**config.mk**
```make
export PLATFORM = sky130hd
export DESIGN_NAME = stream_decryptor
export DESIGN_NICKNAME = d
export VERILOG_FILES = /design/src/rtl/stream_dec_pkg.sv /design/src/rtl/stream_decryptor_lfsr_keystream.sv /design/src/rtl/stream_decryptor.sv
export SDC_FILE = /design/constraint.sdc
export NUM_CORES = 1
export LEC_CHECK = 0
export ABC_AREA = 1
export ABC_CLOCK_PERIOD_IN_PS = 2900
export CAP_MARGIN = 20
export CORE_MARGIN = 3
export CORE_UTILIZATION = 53
export CTS_CLUSTER_DIAMETER = 100
export DETAILED_ROUTE_END_ITERATION = 12
export PLACE_DENSITY = 0.85
export SYNTH_ARGS = -nofsm -noshare
export SYNTH_HDL_FRONTEND = slang
export SYNTH_SLANG_ARGS = --single-unit
export TNS_END_PERCENT = 20
```
**constraint.sdc**
```tcl
create_clock -name clk -period 2.9 [get_ports clk]
set_input_delay 0.58 -clock clk [delete_from_list [all_inputs] [get_ports clk]]
set_output_delay 0.58 -clock clk [all_outputs]
set_load 0.05 [all_outputs]
```
**src/rtl/stream_dec_pkg.sv**
```systemverilog
// Shared types and helpers for the stream decryptor.
// Mode/state enums, default LFSR taps, word decrypt function.
package stream_dec_pkg;

  typedef enum logic {
    MODE_XOR = 1'b0,
    MODE_SUB = 1'b1
  } mode_e;

  typedef enum logic {
    UNKEYED = 1'b0,
    RUN     = 1'b1
  } state_e;

  localparam logic [15:0] DEF_TAPS = 16'hB400;

  // Works on a wide container; callers keep the low DATA_W bits.
  // Low result bits depend only on low operand bits, so truncation
  // yields the mod 2^DATA_W result for both modes.
  function automatic logic [31:0] decrypt_word(
    input logic [31:0] data,
    input logic [31:0] ks,
    input mode_e       mode
  );
    logic [31:0] res;
    res = 32'd0;
    unique case (mode)
      MODE_XOR: res = data ^ ks;
      MODE_SUB: res = data - ks;
      default:  res = data ^ ks;
    endcase
    return res;
  endfunction

endpackage

```
**src/rtl/stream_decryptor_lfsr_keystream.sv**
```systemverilog
// Galois LFSR keystream; steps only when asked, never idles forward.
// Ports: clk, rst, load, seed, step in; state out.
module lfsr_keystream
  import stream_dec_pkg::*;
#(
  parameter int          LFSR_W = 16,
  parameter logic [LFSR_W-1:0] TAPS = LFSR_W'(DEF_TAPS)
) (
  input  logic              clk,
  input  logic              rst,
  input  logic              load,
  input  logic [LFSR_W-1:0] seed,
  input  logic              step,
  output logic [LFSR_W-1:0] state
);

  logic [LFSR_W-1:0] r_state;

  always_ff @(posedge clk) begin
    if (rst) begin
      r_state <= '0;
    end else if (load) begin
      // All-zero is a lock-up state, substitute 1.
      r_state <= (seed == '0) ? LFSR_W'(1) : seed;
    end else if (step) begin
      r_state <= r_state[0] ? ((r_state >> 1) ^ TAPS)
                            : (r_state >> 1);
    end
  end

  assign state = r_state;

endmodule

```
**src/rtl/stream_decryptor.sv**
```systemverilog
// Streaming decryptor: cipher words in, plaintext out, LFSR keystream.
// Ports: clk, rst, key_load/key_seed, mode, in_* / out_* handshakes, keyed, word_count.
module stream_decryptor
  import stream_dec_pkg::*;
#(
  parameter int                DATA_W = 4,
  parameter int                LFSR_W = 16,
  parameter logic [LFSR_W-1:0] TAPS   = LFSR_W'(DEF_TAPS),
  parameter int                CNT_W  = 16
) (
  input  logic              clk,
  input  logic              rst,
  input  logic              key_load,
  input  logic [LFSR_W-1:0] key_seed,
  input  logic              mode,
  input  logic              in_valid,
  output logic              in_ready,
  input  logic [DATA_W-1:0] in_data,
  output logic              out_valid,
  input  logic              out_ready,
  output logic [DATA_W-1:0] out_data,
  output logic              keyed,
  output logic [CNT_W-1:0]  word_count
);

  state_e            r_state;
  logic              r_out_valid;
  logic [DATA_W-1:0] r_out_data;
  logic [CNT_W-1:0]  r_count;
  logic [LFSR_W-1:0] w_lfsr;
  logic              w_ready;
  logic              w_accept;

  assign w_ready  = (r_state == RUN) & ~rst & ~key_load
                  & (~r_out_valid | out_ready);
  assign w_accept = in_valid & w_ready;

  lfsr_keystream #(
    .LFSR_W (LFSR_W),
    .TAPS   (TAPS)
  ) u_lfsr (
    .clk   (clk),
    .rst   (rst),
    .load  (key_load),
    .seed  (key_seed),
    .step  (w_accept),
    .state (w_lfsr)
  );

  always_ff @(posedge clk) begin
    if (rst) begin
      r_state     <= UNKEYED;
      r_out_valid <= 1'b0;
      r_out_data  <= '0;
      r_count     <= '0;
    end else if (key_load) begin
      r_state     <= RUN;
      r_out_valid <= 1'b0;
      r_count     <= '0;
    end else if (w_accept) begin
      r_out_valid <= 1'b1;
      r_out_data  <= DATA_W'(decrypt_word(32'(in_data),
                                          32'(w_lfsr),
                                          mode_e'(mode)));
      if (r_count != '1)
        r_count <= r_count + 1'b1;
    end else if (r_out_valid & out_ready) begin
      r_out_valid <= 1'b0;
    end
  end

  assign in_ready   = w_ready;
  assign out_valid  = r_out_valid;
  assign out_data   = r_out_data;
  assign keyed      = (r_state == RUN);
  assign word_count = r_count;

endmodule

```
==> results_dict.tcl, run 1 <==
set metrics [dict create \
    drtIter0Drc 93 \
    tightest_slew_ns 0.781 \
    cts_sinks 38 \
    cp.required_ns 2.32 \
    r2r-end "word_count[3]" \
    synth_most_common_cell "nand2_1" \
    min_path_cells 2 \
    gp_congestion 0.806 \
    num_vias 2053 \
    timing.hold.ws_ns 0.470 \
    synth-main-ff-cell "dfxtp_1" \
    fin_util 0.749 \
    cts_hold_buf 0 \
    rr_worst_depth 7 \
    synth_top_cells_by_area "dfxtp_1 (37%), nand2_1 (17%), a21oi_1 (7.4%), nor2_1 (6.8%), inv_1 (5.5%)" \
    dieArea_um2 4630 \
    vias_per_cell 5.21 \
    yosys-top-cells-count "nand2_1 (90), dfxtp_1 (38), nor2_1 (37), a21oi_1 (30), inv_1 (30)" \
    rows 21 \
    yosysSeqAreaShare 0.373 \
    drc 0 \
    fin_setup_tns_ns 0 \
    critPathLaunchType "input pin" \
    antenna_found_initial 0 \
    fin_ws_ns 0.611 \
    hp-start "u_lfsr.state[7]" \
    drive_gt1_frac 0.0489 \
    grt-ovfl-total 0 \
    post_cts_buffers 0 \
    hp-class "flip-flop to flip-flop" \
    htree_levels 2 \
    coreArea_um2 3520 \
    clkSlewWorstSetupHoldPaths_ns 0.07 \
    yosys.area.top_type_share 0.373 \
    p_per_area_nw_per_um2 393 \
    nets 379 \
    initial_core_util 0.579 \
    dieHeight_um 68.0 \
    finalCriticalPeriod_ns 2.29 \
    io_pins 49 \
    place_ws_ns 0.553 \
    slew_viol_final 0 \
    post_cts_resized 0 \
    yosysWarnings 0 \
    skew_ns 0.00380 \
    netlist_instances 300 \
    grt_max_degree 22 \
    drv_cap 0 \
    first_pass_iters 4 \
    wl_per_cell_um 11.9 \
    grt_pass1_wl_um 7590 \
    max_freq_ghz 0.437 \
    grtUsageTotal 0.216 \
    r2r-start "word_count[0]" \
    area_growth_pct 29.3 \
    cts_made_buffers 5 \
    clock_latency_ns 0.29 \
    slew_headroom 0.476 \
    crit_fanout 9 \
    rsz0062_at_grt "no" \
    synth_cell_types 27 \
    grt_pass1_vias 1850 \
    hpwlAfterDp_um 3440 \
    synth_top_cell_by_area "dfxtp_1" \
    setup_viol 0 \
    diodes 0 \
    die_x_um 68.0 \
    cp-end-kind "output port" \
    finalHoldViolations 0 \
    timing.final.crit_share 0.789 \
    synth_area_um2 2040 \
    regToRegSetupSlack_ns 0.94 \
    arrival_ns 1.71 \
    critPathKind "input pin to output port" \
    cts_tree "yes" \
    synth-edff-count 0 \
    min_to "u_lfsr.state[7]" \
    io_buffers 48 \
    status "finished clean" \
    avgSynthCellArea_um2 6.80 \
    leakagePower_nw 1.01 \
    clk_path_buf_depth 2 \
    syn_nets 331 \
    drt_wl_total_um 4680 \
    synth_seq_cells 38 \
    synth_async_sr_flop_share 0 \
    drtAntennaViolNets 0 \
    cts-root-buf "clkbuf_8" \
    ir_worst_vdd_mv 0.327 \
]
==> area by class of cell <==
cell class,count,area (um2)
fillers,306,885
well taps,46,57.6
multi-input cells,222,1120
flip-flops and latches,38,761
inverters,30,113
clock buffers,7,76.3
repair buffers,51,513
==> layer usage <==
| layer | track usage | up-vias | part of all wire |
|---|---|---|---|
| met5 | 0 | - | 0 |
| met4 | 0.119 | 0 | 0.023 |
| met3 | 0.0411 | 12 | 0.049 |
| met2 | 0.409 | 59 | 0.52 |
| met1 | 0.220 | 922 | 0.41 |
| li1 | - | 1060 | - |
==> state kept, by name (all words and copies together), names as in the netlist <==
name	count
u_lfsr.state	16
word_count	16
out_data	4
keyed	1
out_valid	1
==> how the worst max path moves through the flow <==
stage | start | endpoint | slack, ns | cells after the start
2_1_floorplan | word_count[0] | word_count[1] | 1.02 | 9
3_3_place_gp | key_load | word_count[1] | 0.59 | 7
3_5_place_dp | key_load | word_count[1] | 0.55 | 7
4_1_cts | key_load | in_ready | 0.60 | 5
5_1_grt | key_load | in_ready | 0.55 | 5
6_report | key_load | in_ready | 0.61 | 5
==> power breakdown <==
part | internal [mW] | total [mW] | switching (mW)
Sequential | 0.538 | 0.550 | 0.0119
Clock | 0.166 | 0.343 | 0.177
Combinational | 0.0693 | 0.144 | 0.0743
==> worst max-delay path: stages <==
cell and delay [ns]:
clkdlybuf4s50_1 0.48, nor2_4 0.27, nand3_2 0.13, inv_1 0.11
buf_12 0.14
==> stage by stage <==
step	area, um2	instances	total power, mW
floorplan	2040	300	0.641
global placement	2560	387	0.702
detailed placement	2560	387	0.704
CTS	2640	394	1.04
global route	2640	394	1.08
finish	2640	394	1.04
==> cell usage in the layout (no fill, tap or decap) <==
cell             Yosys  routed
or2_2                2       2
clkdlybuf4s50_1      0      47
buf_4                2       3
inv_1               30      30
buf_12               0       1
fa_1                 1       1
a22oi_1             12      12
nand2_1             90      90
a211oi_1             2       2
nand4_4              1       1
nand4_1              3       3
xnor2_1              5       5
nor2_2               2       2
nor2_1              37      37
nor3_1               1       1
nand3_2              1       1
nand3b_1             1       1
clkbuf_1             3       2
dfxtp_1             38      38
nand3_1             14      14
o21ai_0              7       7
xor2_1               4       4
ha_1                 4       4
o21ai_1              1       1
a21oi_1             30      30
clkbuf_8             0       5
o21bai_1             2       2
nor2_4               2       2
==> kinds of logic (layout without fill, tap and decap cells) <==
| logic type | after synthesis | in the layout | synth area share |
|---|---|---|---|
| AND/OR/NAND/NOR | 154 | 154 | 0.322 |
| AO/OA/AOI/OAI | 54 | 54 | 0.152 |
| buffers and inverters | 40 | 88 | 0.0798 |
| flip-flops | 38 | 38 | 0.373 |
| XOR/XNOR | 9 | 9 | 0.0386 |
| adder cells (fa/ha/maj) | 5 | 5 | 0.0344 |
No activity file was read; power rests on OpenSTA's default activity.
==> run 2, diff against run 1 <==
--- a/config.mk
+++ b/config.mk
@@ -6,13 +6,13 @@
 export NUM_CORES = 1
 export LEC_CHECK = 0
 export ABC_AREA = 1
-export ABC_CLOCK_PERIOD_IN_PS = 2900
+export ABC_CLOCK_PERIOD_IN_PS = 2100
 export CAP_MARGIN = 20
 export CORE_MARGIN = 3
-export CORE_UTILIZATION = 53
+export CORE_UTILIZATION = 45
 export CTS_CLUSTER_DIAMETER = 100
 export DETAILED_ROUTE_END_ITERATION = 12
-export PLACE_DENSITY = 0.85
+export PLACE_DENSITY = 0.76
 export SYNTH_ARGS = -nofsm -noshare
 export SYNTH_HDL_FRONTEND = slang
 export SYNTH_SLANG_ARGS = --single-unit
==> constraint.sdc (replaced) <==
create_clock -name clk -period 2.1 [get_ports clk]
set_input_delay 0.42 -clock clk [delete_from_list [all_inputs] [get_ports clk]]
set_output_delay 0.42 -clock clk [all_outputs]
set_load 0.05 [all_outputs]
==> results_dict.tcl, run 2 (synthesis gave the netlist of run 1 again) <==
set metrics [dict create \
    slowest_delay_ns 0.84 \
    mostFrequentLayoutCells "nand2_1 (90), clkdlybuf4s50_1 (47), dfxtp_1 (38), nor2_1 (37)" \
    critPathKind "flip-flop to output port" \
    cp_num_buf_inv 1 \
    cp.required_ns 1.68 \
    hpwlAfterDp_um 3550 \
    cpMaxStageDelayCell "clkdlybuf4s50_1" \
    diodes 0 \
    coreArea_um2 4170 \
    max_freq_ghz 0.503 \
    layout_commonest_cell "nand2_1" \
    grt_max_degree 22 \
    path_cells "clkdlybuf4s50_1" \
    drv_cap 0 \
    setup_viol 0 \
    drtIter0Drc 92 \
    critPathLaunchType "flip-flop" \
    clock_latency_ns 0.29 \
    tightest_slew_ns 0.512 \
    drt_wl_total_um 4700 \
    finalCriticalPeriod_ns 1.99 \
    finalPower_mw 1.43 \
    rsz0062_at_grt "no" \
    ir_worst_vdd_mv 0.409 \
    drtAntennaViolNets 0 \
    clkSlewWorstSetupHoldPaths_ns 0.07 \
    status "finished clean" \
    cts_tree "yes" \
    cts_sinks 38 \
    num_vias 2042 \
    drive_gt1_frac 0.0702 \
    skew_ns 0.00636 \
    stdcell_count 406 \
    timing.final.crit_share 0.947 \
    io_pins 49 \
    cp_top_family "buffers and inverters" \
    dp_cells 399 \
    slew_headroom 0.658 \
    htree_levels 2 \
    grt_pass1_vias 1881 \
    cts_hold_buf 0 \
    drc 0 \
    p_per_area_nw_per_um2 529 \
    slew_viol_final 0 \
    fin_setup_tns_ns 0 \
    finalHoldViolations 0 \
    grt-ovfl-total 0 \
    arrival_ns 1.57 \
    hp-class "flip-flop to flip-flop" \
    area_growth_pct 33.1 \
    cts_made_buffers 5 \
    post_cts_buffers 0 \
    die_x_um 73.3 \
    clk_path_buf_depth 2 \
    dieHeight_um 73.3 \
    vias_per_cell 5.03 \
    first_pass_iters 4 \
    leakagePower_nw 1.05 \
    antenna_found_initial 0 \
    grtUsageTotal 0.190 \
    initial_core_util 0.489 \
    wl_per_cell_um 11.6 \
    cp-end-kind "output port" \
    gp_congestion 0.821 \
    cts-root-buf "clkbuf_8" \
    dieArea_um2 5380 \
    rows 23 \
    grt_pass1_wl_um 8160 \
    nets 387 \
    crit_fanout 6 \
    post_cts_resized 0 \
    io_buffers 48 \
]
run 2: cell count changes in the layout (fill, tap and decap cells not counted):
| cell | previous run | this run |
|---|---|---|
| buf_12 | 1 | 2 |
| buf_4 | 3 | 10 |
run 2: through the flow:
step                setup slack (ns)  instance area (um2)  hold WS, ns  utilization
detailed placement            0.0681                 2640        0.457        0.632
CTS                            0.101                 2710        0.468        0.650
global route                  0.0464                 2710        0.490        0.650
global placement               0.135                 2640        0.452        0.632
finish                         0.112                 2710        0.469        0.650
floorplan                      0.220                 2040        0.440            -
run 2: final cells by class:
type                       instances  area, um2
fill                             388       1460
multi-input combinational        222       1120
sequential                        38        761
timing repair buffer              59        586
inverter                          30        113
clock buffer                       7       76.3
tap                               50       62.6
run 2: path summary, 6_finish.rpt:
check,start,endpoint,slack (ns),cells past startpoint
worst max-delay path,word_count[10],word_count[10],0.11,1
worst min-delay path,u_lfsr.state[6],u_lfsr.state[6],0.47,2
worst max register to register,word_count[0],word_count[6],0.46,8
worst min register to register,u_lfsr.state[6],u_lfsr.state[6],0.47,2
run 2: layer usage:
| layer | track usage | part of all wire | routed length, um | vias to the layer above |
|---|---|---|---|---|
| li1 | - | - | - | 1076 |
| met1 | 0.238 | 0.47 | 2200 | 910 |
| met2 | 0.323 | 0.47 | 2230 | 49 |
| met3 | 0.0410 | 0.044 | 209 | 7 |
| met4 | 0.0624 | 0.013 | 60 | 0 |
| met5 | 0 | 0 | 0 | - |
run 2: where the power goes:
part | total [mW] | switching [mW] | internal (mW) | leakage, nW
clock | 0.468 | 0.239 | 0.229 | 0.0383
sequential | 0.759 | 0.0161 | 0.742 | 0.310
combinational | 0.208 | 0.104 | 0.104 | 0.707
==> run 3, diff against run 2 <==
--- a/config.mk
+++ b/config.mk
@@ -6,13 +6,13 @@
 export NUM_CORES = 1
 export LEC_CHECK = 0
 export ABC_AREA = 1
-export ABC_CLOCK_PERIOD_IN_PS = 2100
+export ABC_CLOCK_PERIOD_IN_PS = 2000
 export CAP_MARGIN = 20
 export CORE_MARGIN = 3
-export CORE_UTILIZATION = 45
+export CORE_UTILIZATION = 49
 export CTS_CLUSTER_DIAMETER = 100
 export DETAILED_ROUTE_END_ITERATION = 12
-export PLACE_DENSITY = 0.76
+export PLACE_DENSITY = 0.79
 export SYNTH_ARGS = -nofsm -noshare
 export SYNTH_HDL_FRONTEND = slang
 export SYNTH_SLANG_ARGS = --single-unit
==> constraint.sdc (replaced) <==
create_clock -name clk -period 2 [get_ports clk]
set_input_delay 0.4 -clock clk [delete_from_list [all_inputs] [get_ports clk]]
set_output_delay 0.4 -clock clk [all_outputs]
set_load 0.05 [all_outputs]
==> results_dict.tcl, run 3 (synthesis gave the netlist of run 1 again) <==
set metrics [dict create \
    wl_per_cell_um 11.7 \
    rows 22 \
    clk_path_buf_depth 2 \
    max_freq_ghz 0.517 \
    cts_sinks 38 \
    critPathLaunch "word_count[11]" \
    grt_pass1_wl_um 7780 \
    leakagePower_nw 1.14 \
    post_cts_buffers 0 \
    setup_viol 0 \
    skew_ns 0.00747 \
    nets 388 \
    gp_congestion 0.804 \
    drv_cap 0 \
    num_vias 2055 \
    drc 0 \
    crit_fanout 6 \
    place_area_um2 2650 \
    dieArea_um2 4970 \
    grt_pass1_vias 1801 \
    hpwlAfterDp_um 3620 \
    diodes 0 \
    io_pins 49 \
    die_x_um 70.5 \
    antenna_found_initial 0 \
    p_per_area_nw_per_um2 608 \
    critPathKind "flip-flop to output port" \
    clock_latency_ns 0.29 \
    slew_viol_final 0 \
    layout_commonest_cell "nand2_1" \
    hp-class "flip-flop to flip-flop" \
    first_pass_iters 5 \
    post_cts_resized 0 \
    r2r-end "word_count[14]" \
    hp-start "u_lfsr.state[6]" \
    grt-ovfl-total 0 \
    grtUsageTotal 0.192 \
    fin_util 0.723 \
    cts_made_buffers 5 \
    postLayoutCellArea_um2 2770 \
    cp-end-kind "output port" \
    cts_hold_buf 0 \
    drt_wl_total_um 4740 \
    htree_levels 2 \
    finalHoldViolations 0 \
    clkSlewWorstSetupHoldPaths_ns 0.07 \
    dieHeight_um 70.5 \
    path_cells "clkdlybuf4s50_1" \
    area_growth_pct 35.7 \
    cts-root-buf "clkbuf_8" \
    mostFrequentLayoutCells "nand2_1 (90), clkdlybuf4s50_1 (41), dfxtp_1 (38), nor2_1 (37)" \
    drtIter0Drc 105 \
    r2r-start "word_count[0]" \
    finalPower_mw 1.68 \
    grt_max_degree 22 \
    ir_worst_vdd_mv 0.490 \
    slowest_delay_ns 0.83 \
    rr_worst_depth 8 \
    initial_core_util 0.533 \
    coreArea_um2 3830 \
    timing.hold.ws_ns 0.465 \
    finalCriticalPeriod_ns 1.94 \
    cp.required_ns 1.60 \
    cpMaxStageDelayCell "clkdlybuf4s50_1" \
    tightest_slew_ns 0.556 \
    drtAntennaViolNets 0 \
    cp_num_cells 1 \
    critPathLaunchType "flip-flop" \
    endpoint "word_count[11]" \
    timing.final.crit_share 0.968 \
    slew_headroom 0.628 \
    cp_num_buf_inv 1 \
    drive_gt1_frac 0.0868 \
    arrival_ns 1.54 \
    fin_setup_tns_ns 0 \
    cp_top_family "buffers and inverters" \
    regToRegSetupSlack_ns 0.31 \
    vias_per_cell 5.07 \
    io_buffers 48 \
    cts_tree "yes" \
    status "finished clean" \
    rsz0062_at_grt "no" \
]
-- run 3: changes by cell type in the layout (fill, tap and decap cells not counted), sizes merged --
cell | previous run | this run
clkdlybuf4s50 | 47 | 41
buf | 12 | 16
dlymetal6s2s | 0 | 3
bufinv | 0 | 1
clkbuf | 7 | 6
-- run 3: per-layer routing --
metal	vias to the layer above	global-route usage	routed length [um]
li1	1080	-	-
met1	920	0.219	2020
met2	49	0.357	2460
met3	6	0.0432	211
met4	0	0.0511	52
met5	-	0	0
-- run 3: per-stage QoR --
stage	setup slack, ns	std cells
after floorplan	0.120	300
after global placement	0.0695	398
after detailed placement	0.0194	398
after CTS	0.0425	405
after global routing	0.00248	405
final	0.0642	405
-- run 3: layout make-up --
class,instances,area [um2]
Fill cell,330,1060
Multi-Input combinational cell,222,1120
Tap cell,48,60.1
Clock buffer,6,82.6
Timing Repair Buffer,60,606
Sequential cell,38,761
Clock inverter,1,30.0
Inverter,30,113
-- run 3: power by group --
part	total [mW]	internal [mW]	switching, mW
Sequential	0.796	0.779	0.0166
Combinational	0.224	0.113	0.112
Clock	0.663	0.399	0.264
-- run 3: worst min path at each step --
stage               slack, ns               end  cells past startpoint
global route             0.48   u_lfsr.state[9]                      2
global placement         0.45  u_lfsr.state[15]                      2
finish                   0.46   u_lfsr.state[6]                      2
floorplan                0.44  u_lfsr.state[10]                      2
CTS                      0.47   u_lfsr.state[5]                      2
detailed placement       0.46       out_data[1]                      2
